===== src/rtl/input_scheduler.sv =====
`default_nettype none
// ============================================================================
// Module  : input_scheduler
// Brief   : Frame-paced key/gravity command scheduler issuing up to MAX_CMDS
//           commands per frame over valid/ready. Optional macro AUTO_REPEAT_EN
//           adds held-key auto-repeat for DROP, LEFT and RIGHT.
// Revision: 1.0 - initial release
// ============================================================================
module input_scheduler #(
    parameter int MOVE_DELAY    = 30,
    parameter int MAX_CMDS      = 2
`ifdef AUTO_REPEAT_EN
    ,
    parameter int REPEAT_FRAMES = 6
`endif
) (
    input  logic       clk,
    input  logic       rst,
    input  logic [3:0] op_keys,
    input  logic       draw_finish,
    output logic       cmd_valid,
    output logic [2:0] cmd_code,
    input  logic       cmd_ready,
    output logic       busy,
    output logic       frame_overrun
);

    localparam logic [2:0] CMD_NONE    = 3'd0;
    localparam logic [2:0] CMD_GRAVITY = 3'd1;
    localparam logic [2:0] CMD_DROP    = 3'd2;
    localparam logic [2:0] CMD_ROTATE  = 3'd3;
    localparam logic [2:0] CMD_LEFT    = 3'd4;
    localparam logic [2:0] CMD_RIGHT   = 3'd5;
    localparam logic [7:0] WRAP_AT     = 8'(MOVE_DELAY - 1);
    localparam logic [3:0] MAX_ISSUED  = 4'(MAX_CMDS);

    typedef enum logic [1:0] {IDLE = 2'd0, SELECT = 2'd1, ISSUE = 2'd2} state_t;

    state_t     state;
    logic [3:0] key_prev, pend, key_edge, rep_set, key_set, key_clr, cand;
    logic       pend_grav, grav_set, grav_clr, cand_grav, accept;
    logic [7:0] frame_cnt;
    logic [3:0] issued;
    logic [2:0] sel_code;

    assign key_edge  = op_keys & ~key_prev;
    assign key_set   = key_edge | rep_set;
    assign grav_set  = draw_finish && (frame_cnt == WRAP_AT);
    assign accept    = cmd_valid & cmd_ready;
    assign grav_clr  = accept && (cmd_code == CMD_GRAVITY);
    assign key_clr   = {accept && (cmd_code == CMD_RIGHT),
                        accept && (cmd_code == CMD_LEFT),
                        accept && (cmd_code == CMD_DROP),
                        accept && (cmd_code == CMD_ROTATE)};
    // Same-cycle sets are visible to SELECT, not just the registered bits.
    assign cand      = pend | key_set;
    assign cand_grav = pend_grav | grav_set;
    assign busy      = (state != IDLE);

    always_comb begin
        sel_code = CMD_NONE;
        if (cand_grav)    sel_code = CMD_GRAVITY;
        else if (cand[1]) sel_code = CMD_DROP;
        else if (cand[0]) sel_code = CMD_ROTATE;
        else if (cand[2]) sel_code = CMD_LEFT;
        else if (cand[3]) sel_code = CMD_RIGHT;
    end

`ifdef AUTO_REPEAT_EN
    localparam logic [4:0] REP_LAST = 5'(REPEAT_FRAMES);

    assign rep_set[0] = 1'b0;
    for (genvar k = 1; k < 4; k++) begin : g_repeat
        logic [4:0] rep_cnt;
        logic       hit;
        assign hit        = draw_finish && op_keys[k] && key_prev[k] &&
                            ((rep_cnt + 5'd1) == REP_LAST);
        assign rep_set[k] = hit;
        always_ff @(posedge clk) begin
            if (rst || !op_keys[k] || key_edge[k]) rep_cnt <= 5'd0;
            else if (draw_finish)                  rep_cnt <= hit ? 5'd0 : rep_cnt + 5'd1;
        end
    end
`else
    assign rep_set = 4'b0000;
`endif

    always_ff @(posedge clk) begin
        if (rst) begin
            state         <= IDLE;
            key_prev      <= 4'b0000;
            pend          <= 4'b0000;
            pend_grav     <= 1'b0;
            frame_cnt     <= 8'd0;
            issued        <= 4'd0;
            cmd_valid     <= 1'b0;
            cmd_code      <= CMD_NONE;
            frame_overrun <= 1'b0;
        end else begin
            key_prev  <= op_keys;
            pend      <= (pend & ~key_clr) | key_set;
            pend_grav <= (pend_grav & ~grav_clr) | grav_set;
            if (draw_finish)
                frame_cnt <= (frame_cnt == WRAP_AT) ? 8'd0 : frame_cnt + 8'd1;
            if (draw_finish && state != IDLE)
                frame_overrun <= 1'b1;
            case (state)
                IDLE: begin
                    if (draw_finish) begin
                        state  <= SELECT;
                        issued <= 4'd0;
                    end
                end
                SELECT: begin
                    if (sel_code == CMD_NONE || issued >= MAX_ISSUED) begin
                        state <= IDLE;
                    end else begin
                        cmd_code  <= sel_code;
                        cmd_valid <= 1'b1;
                        state     <= ISSUE;
                    end
                end
                ISSUE: begin
                    if (accept) begin
                        cmd_valid <= 1'b0;
                        cmd_code  <= CMD_NONE;
                        issued    <= (issued >= MAX_ISSUED) ? issued : issued + 4'd1;
                        state     <= SELECT;
                    end
                end
                default: state <= IDLE;
            endcase
        end
    end

endmodule
`default_nettype wire

===== config.mk =====
export PLATFORM = sky130hd
export DESIGN_NAME = input_scheduler
export DESIGN_NICKNAME = d
export VERILOG_FILES = /design/src/rtl/input_scheduler.sv
export SDC_FILE = /design/constraint.sdc
export NUM_CORES = 1
export LEC_CHECK = 0
export CORE_MARGIN = 2
export CORE_UTILIZATION = 58
export CTS_BUF_LIST = sky130_fd_sc_hd__clkbuf_4 sky130_fd_sc_hd__clkbuf_8 sky130_fd_sc_hd__clkbuf_16
export DETAILED_ROUTE_END_ITERATION = 8
export MAX_ROUTING_LAYER = met4
export PLACE_DENSITY = 0.87
export SLEW_MARGIN = 20
export SYNTH_ARGS = -nofsm -noshare
export SYNTH_HDL_FRONTEND = slang
export SYNTH_SLANG_ARGS = --single-unit

===== constraint.sdc =====
create_clock -name clk -period 4 [get_ports clk]
set_input_delay 1.2 -clock clk [delete_from_list [all_inputs] [get_ports clk]]
set_output_delay 1.2 -clock clk [all_outputs]
set_load 0.05 [all_outputs]

==> results of run 1 <==
cells in the final DEF, fill, tap and decap left out, types with 2 or more instances in the layout:
cell,count
a32o_1,2
nor2_1,22
clkbuf_4,3
mux2i_1,2
nand4_1,3
xor2_1,4
o21ai_0,2
or3_1,2
dfxtp_1,28
nand3_1,7
nor2b_1,9
nand2_1,10
nand2b_1,2
clkdlybuf4s50_1,13
a211oi_1,3
a21oi_1,11
inv_1,6
ha_1,4
power groups by stage:
stage          Combinational (uW)  Sequential [uW]  Clock [uW]
4_1_cts                      85.5              304         117
6_report                     84.9              304         115
2_1_floorplan                49.8              319           0
3_3_place_gp                 82.0              310           0
5_1_grt                      92.8              307         127
3_5_place_dp                 84.2              310           0
path summary, 6_finish.rpt:
kind / from / end / cells after the start
setup / recovery: state[0] / busy / 3
hold reg to reg: frame_overrun / frame_overrun / 2
setup reg to reg: issued[0] / cmd_code[2] / 6
hold / removal: frame_overrun / frame_overrun / 2
area by class of cell:
type / count / area, sq um
Multi-Input combinational cell: 101 / 653
Inverter: 6 / 22.5
Timing Repair Buffer: 14 / 138
Fill cell: 161 / 572
Sequential cell: 28 / 561
Tap cell: 27 / 33.8
Clock buffer: 3 / 22.5
flip-flops by register name (all words and copies together) (netlist names):
| signal | cells |
|---|---|
| cmd_valid | 1 |
| cmd_code | 3 |
| issued | 4 |
| frame_cnt | 8 |
| pend_grav | 1 |
| frame_overrun | 1 |
| state | 2 |
| key_prev | 4 |
| pend | 4 |
metal layers:
metal  vias to the layer above  part of all wire, %
met4                         0                  2.3
met3                         4                  3.7
met1                       460                   45
met2                        30                   49
met5                         -                    0
li1                        519                    -
metrics by stage:
step | instance area (sq um) | instances | hold slack, ns | worst slack [ns]
2_1_floorplan | 1260 | 138 | 0.457 | 1.71
3_3_place_gp | 1410 | 176 | 0.445 | 1.12
3_5_place_dp | 1410 | 176 | 0.465 | 1.00
4_1_cts | 1430 | 179 | 0.496 | 1.03
5_1_grt | 1430 | 179 | 0.528 | 0.949
6_report | 1430 | 179 | 0.492 | 1.04
cells by family after synthesis:
group                      share of synthesized area, %
muxes                                              1.58
adders and majority gates                          3.96
DFF                                                44.3
and+or+nand+nor                                    26.6
AOI/OAI and AO/OA                                  16.0
xor gates and xnor gates                           3.46
buffers and inverters                              4.05
critical path: stages, from the launching register on:
cell and delay, ns:
dfxtp_1 0.45, nor2_1 0.11, inv_1 0.08, clkdlybuf4s50_1 0.79
==> impl_results.md, run 1 <==
* Die width at 50.7 um
* Synth area leaders: dfxtp_1, nor2_1, nor2b_1, a21oi_1, ha_1
* Root Driver: clkbuf_4
* Psw at 142 uW
* Reg power frac at between 60 and 70%
* Net Count, Synth at 150
* Residual DRC count at 0
* # resized after CTS at 0
* Most frequent cell after synthesis: dfxtp_1
* Overall Global Routing Usage at between 20% and 30%
* Final Power at 504 uW
* Antenna Cells at 0
* Vias in the first global route at roughly 1000
* Total negative slack at 0 ns
* Clock power share at a little under a quarter
* CP Data Required Time at 2.80 ns
* Final min period at 2.96 ns
* Clock Skews at approximately 0.0077 ns
* PwrDens at around 350 nW/um^2
* Worst-margin pin slew at about 0.50 ns
* Final Util at a little under three quarters
* Pint at about 360 uW
* Slew HR at roughly two thirds
* DR vias/cell at 5.66
* CTS tree: done
* # IOs at 14
* Combinational power share at about 17%
* Initial antenna violation count at 0
* FFs w/ async S/R, synth at 0%
* Final global-route overflow total at 0
* Syn Inst Count at approximately 140
* Most used routing layer: met2
* Clk_lat worst skew at between 0.3 and 0.4 ns
* Setup Buffers After CTS at 0
* Yosys warnings at 0
* Initial core utilization at a little over three fifths
* Synthesized flop and latch total at 28
* Register area share after synthesis at 44.3%
* Synth unique cells at 37
* Final hold vios at 0
* CTS clock-pin slew for the worst setup and hold paths at around 0.14 ns
* I/O Buffers at 13
* Share of cells above drive strength 1 at approximately 8.6%
* Largest net degree at the start of global routing at 19
* Met2 usage at between 30% and 40%
* Post-Syn Area at ~1300 sq um
* Cell leakage power at 0.000534 uW
* Die area at ~2600 sq um
* Main synth FF type: dfxtp_1
* Cell taking the most area after synthesis: dfxtp_1
* Max-cap violations at 0
* Crit Path Category: flop to output pin
* Top cells by count, synth: dfxtp_1, nor2_1, a21oi_1, nand2_1, nor2b_1
* Die height at 50.7 um
* Max Root-Sink Buffers at 2
* RSZ-0062 raised after global routing: false
* DP Wirelength at between 1500 and 2000 um
* Fin crit share at 74.0%
* Clock Sinks at 28
* WP data arrival at approximately 1.8 ns
* # setup viols final at 0
* CP Capture Type: output pin
* GPL Wtd Cong at 0.861
* Routing usage on met3 at 2.68%
* Row cnt at 16
* Status: completed
* Iteration-0 DRC Markers at 21
* Achievable clock frequency at roughly 340 MHz
* First-pass GRT wire length at 4390 um
* Post-synth EDFFs at 0
* GR Util met1 at between 20 and 30%
* Switching Share at about 28%
* Antenna-violating nets left at 0
* Hold/Removal Path Class: flop to flop
* Nets at roughly 170
* Count of final max-slew check failures at 0
* Core outline area at roughly 2000 sq um
* TritonCTS buffer count at 3
* Yosys top cell area share at between 40 and 50%
* Mean post-synth cell area at ~9.2 sq um
* VDD IR max at between 0.2 and 0.3 mV
* Routed len/inst at 13.5 um
* Crit path launch type: flop
* Vias at just over 1000
* Final WL at between 2000 and 2500 um
* Cts hold-fix bufs at 0
* H-Tree Level Count at 1
* DR pass1 iterations at 4
* R2R setup slack at ~2.1 ns
* Worst Path Max Fanout at 6
* Layout area overhead at 13.1%
No activity file was read; power rests on OpenSTA's default activity.
==> inputs of run 2 (changes only) <==
--- a/config.mk
+++ b/config.mk
@@ -6,11 +6,11 @@
 export NUM_CORES = 1
 export LEC_CHECK = 0
 export CORE_MARGIN = 2
-export CORE_UTILIZATION = 58
+export CORE_UTILIZATION = 49
 export CTS_BUF_LIST = sky130_fd_sc_hd__clkbuf_4 sky130_fd_sc_hd__clkbuf_8 sky130_fd_sc_hd__clkbuf_16
 export DETAILED_ROUTE_END_ITERATION = 8
 export MAX_ROUTING_LAYER = met4
-export PLACE_DENSITY = 0.87
+export PLACE_DENSITY = 0.79
 export SLEW_MARGIN = 20
 export SYNTH_ARGS = -nofsm -noshare
 export SYNTH_HDL_FRONTEND = slang
==> constraint.sdc (replaced) <==
create_clock -name clk -period 2.5 [get_ports clk]
set_input_delay 0.75 -clock clk [delete_from_list [all_inputs] [get_ports clk]]
set_output_delay 0.75 -clock clk [all_outputs]
set_load 0.05 [all_outputs]
==> run 2 against run 1 <==
Flip-flop and latch count stayed put. Sequential share of layout area is 0.64 points lower. Largest power group unchanged. Routed wire length is 2.9% lower. Clock power is 83% higher. Design area is 1.7% higher. Die area is 17% higher. Setup slack worse by 0.91 ns. Critical path type unchanged.
==> impl_results.md, run 2 (same netlist as run 1, synthesis figures left out) <==
* DP Wirelength at around 1800 um
* Layout area overhead at 14.9%
* Psw at ~220 uW
* Most frequent cells in the layout: dfxtp_1, nor2_1, clkdlybuf4s50_1
* Vias in the first global route at around 900
* Slowest cell on the critical path: clkdlybuf4s50_1
* Final Power at 833 uW
* FF-to-FF End: issued[3]
* Cells on Worst Hold Path at 2
* Vias at approximately 1000
* Final global-route overflow total at 0
* Status: completed
* Clk_lat worst skew at about 0.32 ns
* Antenna Cells at 0
* WP data arrival at 1.62 ns
* Initial core utilization at 51.5%
* WP depth at 1
* I/O Buffers at 13
* Final min period at between 2 and 2.5 ns
* Max-cap violations at 0
* Antenna-violating nets left at 0
* Achievable clock frequency at roughly 420 MHz
* RR Startpoint: issued[0]
* Clock power share at 25.3%
* CP top delay family: buffers and inverters
* Worst-margin pin slew at approximately 0.49 ns
* VDD IR max at between 0.7 and 0.8 mV
* Share of cells above drive strength 1 at around a tenth
* TritonCTS buffer count at 3
* CP Capture Type: output pin
* Pint at between 600 and 700 uW
* Initial antenna violation count at 0
* Count of final max-slew check failures at 0
* Critical-path cell list: clkdlybuf4s50_1
* DR pass1 iterations at 4
* Top reg by flops: frame_cnt
* Crit path launch type: flop
* Final hold vios at 0
* CTS clock-pin slew for the worst setup and hold paths at 0.14 ns
* Combinational power share at around 16%
* Residual DRC count at 0
* Largest net degree at the start of global routing at 19
* GPL Wtd Cong at about 0.82
* Clock Skews at 0.00777 ns
* R2R setup slack at 0.56 ns
* RSZ-0062 raised after global routing: false
* Setup Buffers After CTS at 0
* Overall Global Routing Usage at between 10% and 20%
* Die height at 54.8 um
* Hold/Removal Path Class: flop to flop
* # setup viols final at 0
* Iteration-0 DRC Markers at 17
* Max FFs per register at 8
* Total negative slack at 0 ns
* Slew HR at approximately two thirds
* Fin crit share at a little over nine tenths
* Max Root-Sink Buffers at 2
* # IOs at 14
* Clock Sinks at 28
* Final WL at 2350 um
* DR vias/cell at about 5.5
* Core outline area at between 2000 and 2500 sq um
* Crit path from: cmd_code[1]
* Crit Path Category: flop to output pin
* PwrDens at roughly 570 nW/um^2
* R2R cell count at 7
* Root Driver: clkbuf_4
* Commonest non-fill, non-tap cell in the layout: dfxtp_1
* Routed len/inst at 12.8 um
* Switching Share at 26.6%
* H-Tree Level Count at 1
* Reg power frac at 58.6%
* Nets at 167
* Worst Path Max Fanout at 6
* Cell leakage power at 0.000549 uW
* Row cnt at 18
* Crit path buf inv count at 1
* Critical path endpoint: cmd_code[1]
* CTS tree: done
* Die area at 3000 sq um
* CP Data Required Time at roughly 1.8 ns
* First-pass GRT wire length at roughly 3700 um
* Critical Path Max Stage Delay at 0.84 ns
* Die width at 54.8 um
## run 2: cell count changes in the layout (fill, tap and decap cells not counted), sizes merged
| cell | change |
|---|---|
| buf | +1 |
| clkbuf | +1 |
| clkdlybuf4s50 | -1 |
| dlygate4sd2 | +1 |
## run 2: worst min path at each step
| stage | endpoint | slack (ns) | startpoint |
|---|---|---|---|
| 6_report | frame_overrun | 0.49 | frame_overrun |
| 5_1_grt | frame_cnt[5] | 0.55 | frame_cnt[5] |
| 4_1_cts | frame_overrun | 0.50 | frame_overrun |
| 3_5_place_dp | frame_overrun | 0.47 | frame_overrun |
| 3_3_place_gp | frame_overrun | 0.45 | frame_overrun |
| 2_1_floorplan | pend[3] | 0.46 | pend[3] |
## run 2: per-stage QoR
| stage | utilization, % | worst slack, ns | hold WS [ns] | instances | cell area (sq um) |
|---|---|---|---|---|---|
| 5_1_grt | 59.2 | 0.0764 | 0.545 | 184 | 1450 |
| 3_5_place_dp | 57.8 | 0.150 | 0.469 | 180 | 1420 |
| 6_report | 59.2 | 0.128 | 0.492 | 184 | 1450 |
| 4_1_cts | 59.2 | 0.131 | 0.505 | 184 | 1450 |
| 2_1_floorplan | - | 0.656 | 0.457 | 138 | 1260 |
| 3_3_place_gp | 57.8 | 0.226 | 0.448 | 180 | 1420 |
## run 2: area by class of cell
class / count / area [sq um]
Sequential cell: 28 / 561
Tap cell: 30 / 37.5
Multi-Input combinational cell: 101 / 653
Timing Repair Buffer: 15 / 144
Fill cell: 207 / 1000
Clock buffer: 4 / 36.3
Inverter: 6 / 22.5
## run 2: per-layer routing
layer  wire length [um]  GRT usage (%)  part of all wire [%]  up-vias
met5                  0              -                     0        -
met4                 27           4.58                   1.2        0
met3                 82           5.46                   3.5        4
met2               1210           30.2                    51       17
met1               1030           20.1                    44      471
li1                   -              -                     -      513
## run 2: power groups by stage
stage          clock network, uW  logic [uW]  registers (uW)
4_1_cts                      220         136             487
6_report                     210         134             488
2_1_floorplan                  0        79.7             511
3_3_place_gp                   0         132             495
3_5_place_dp                   0         137             497
5_1_grt                      233         147             491
## run 2: what timing repair did
item / CTS / global route
setup endpoints to repair: 1 / 0
resized for setup: 1 / 0
hold buffers: 0 / 0
endpoints found under the hold margin: 0 / 0
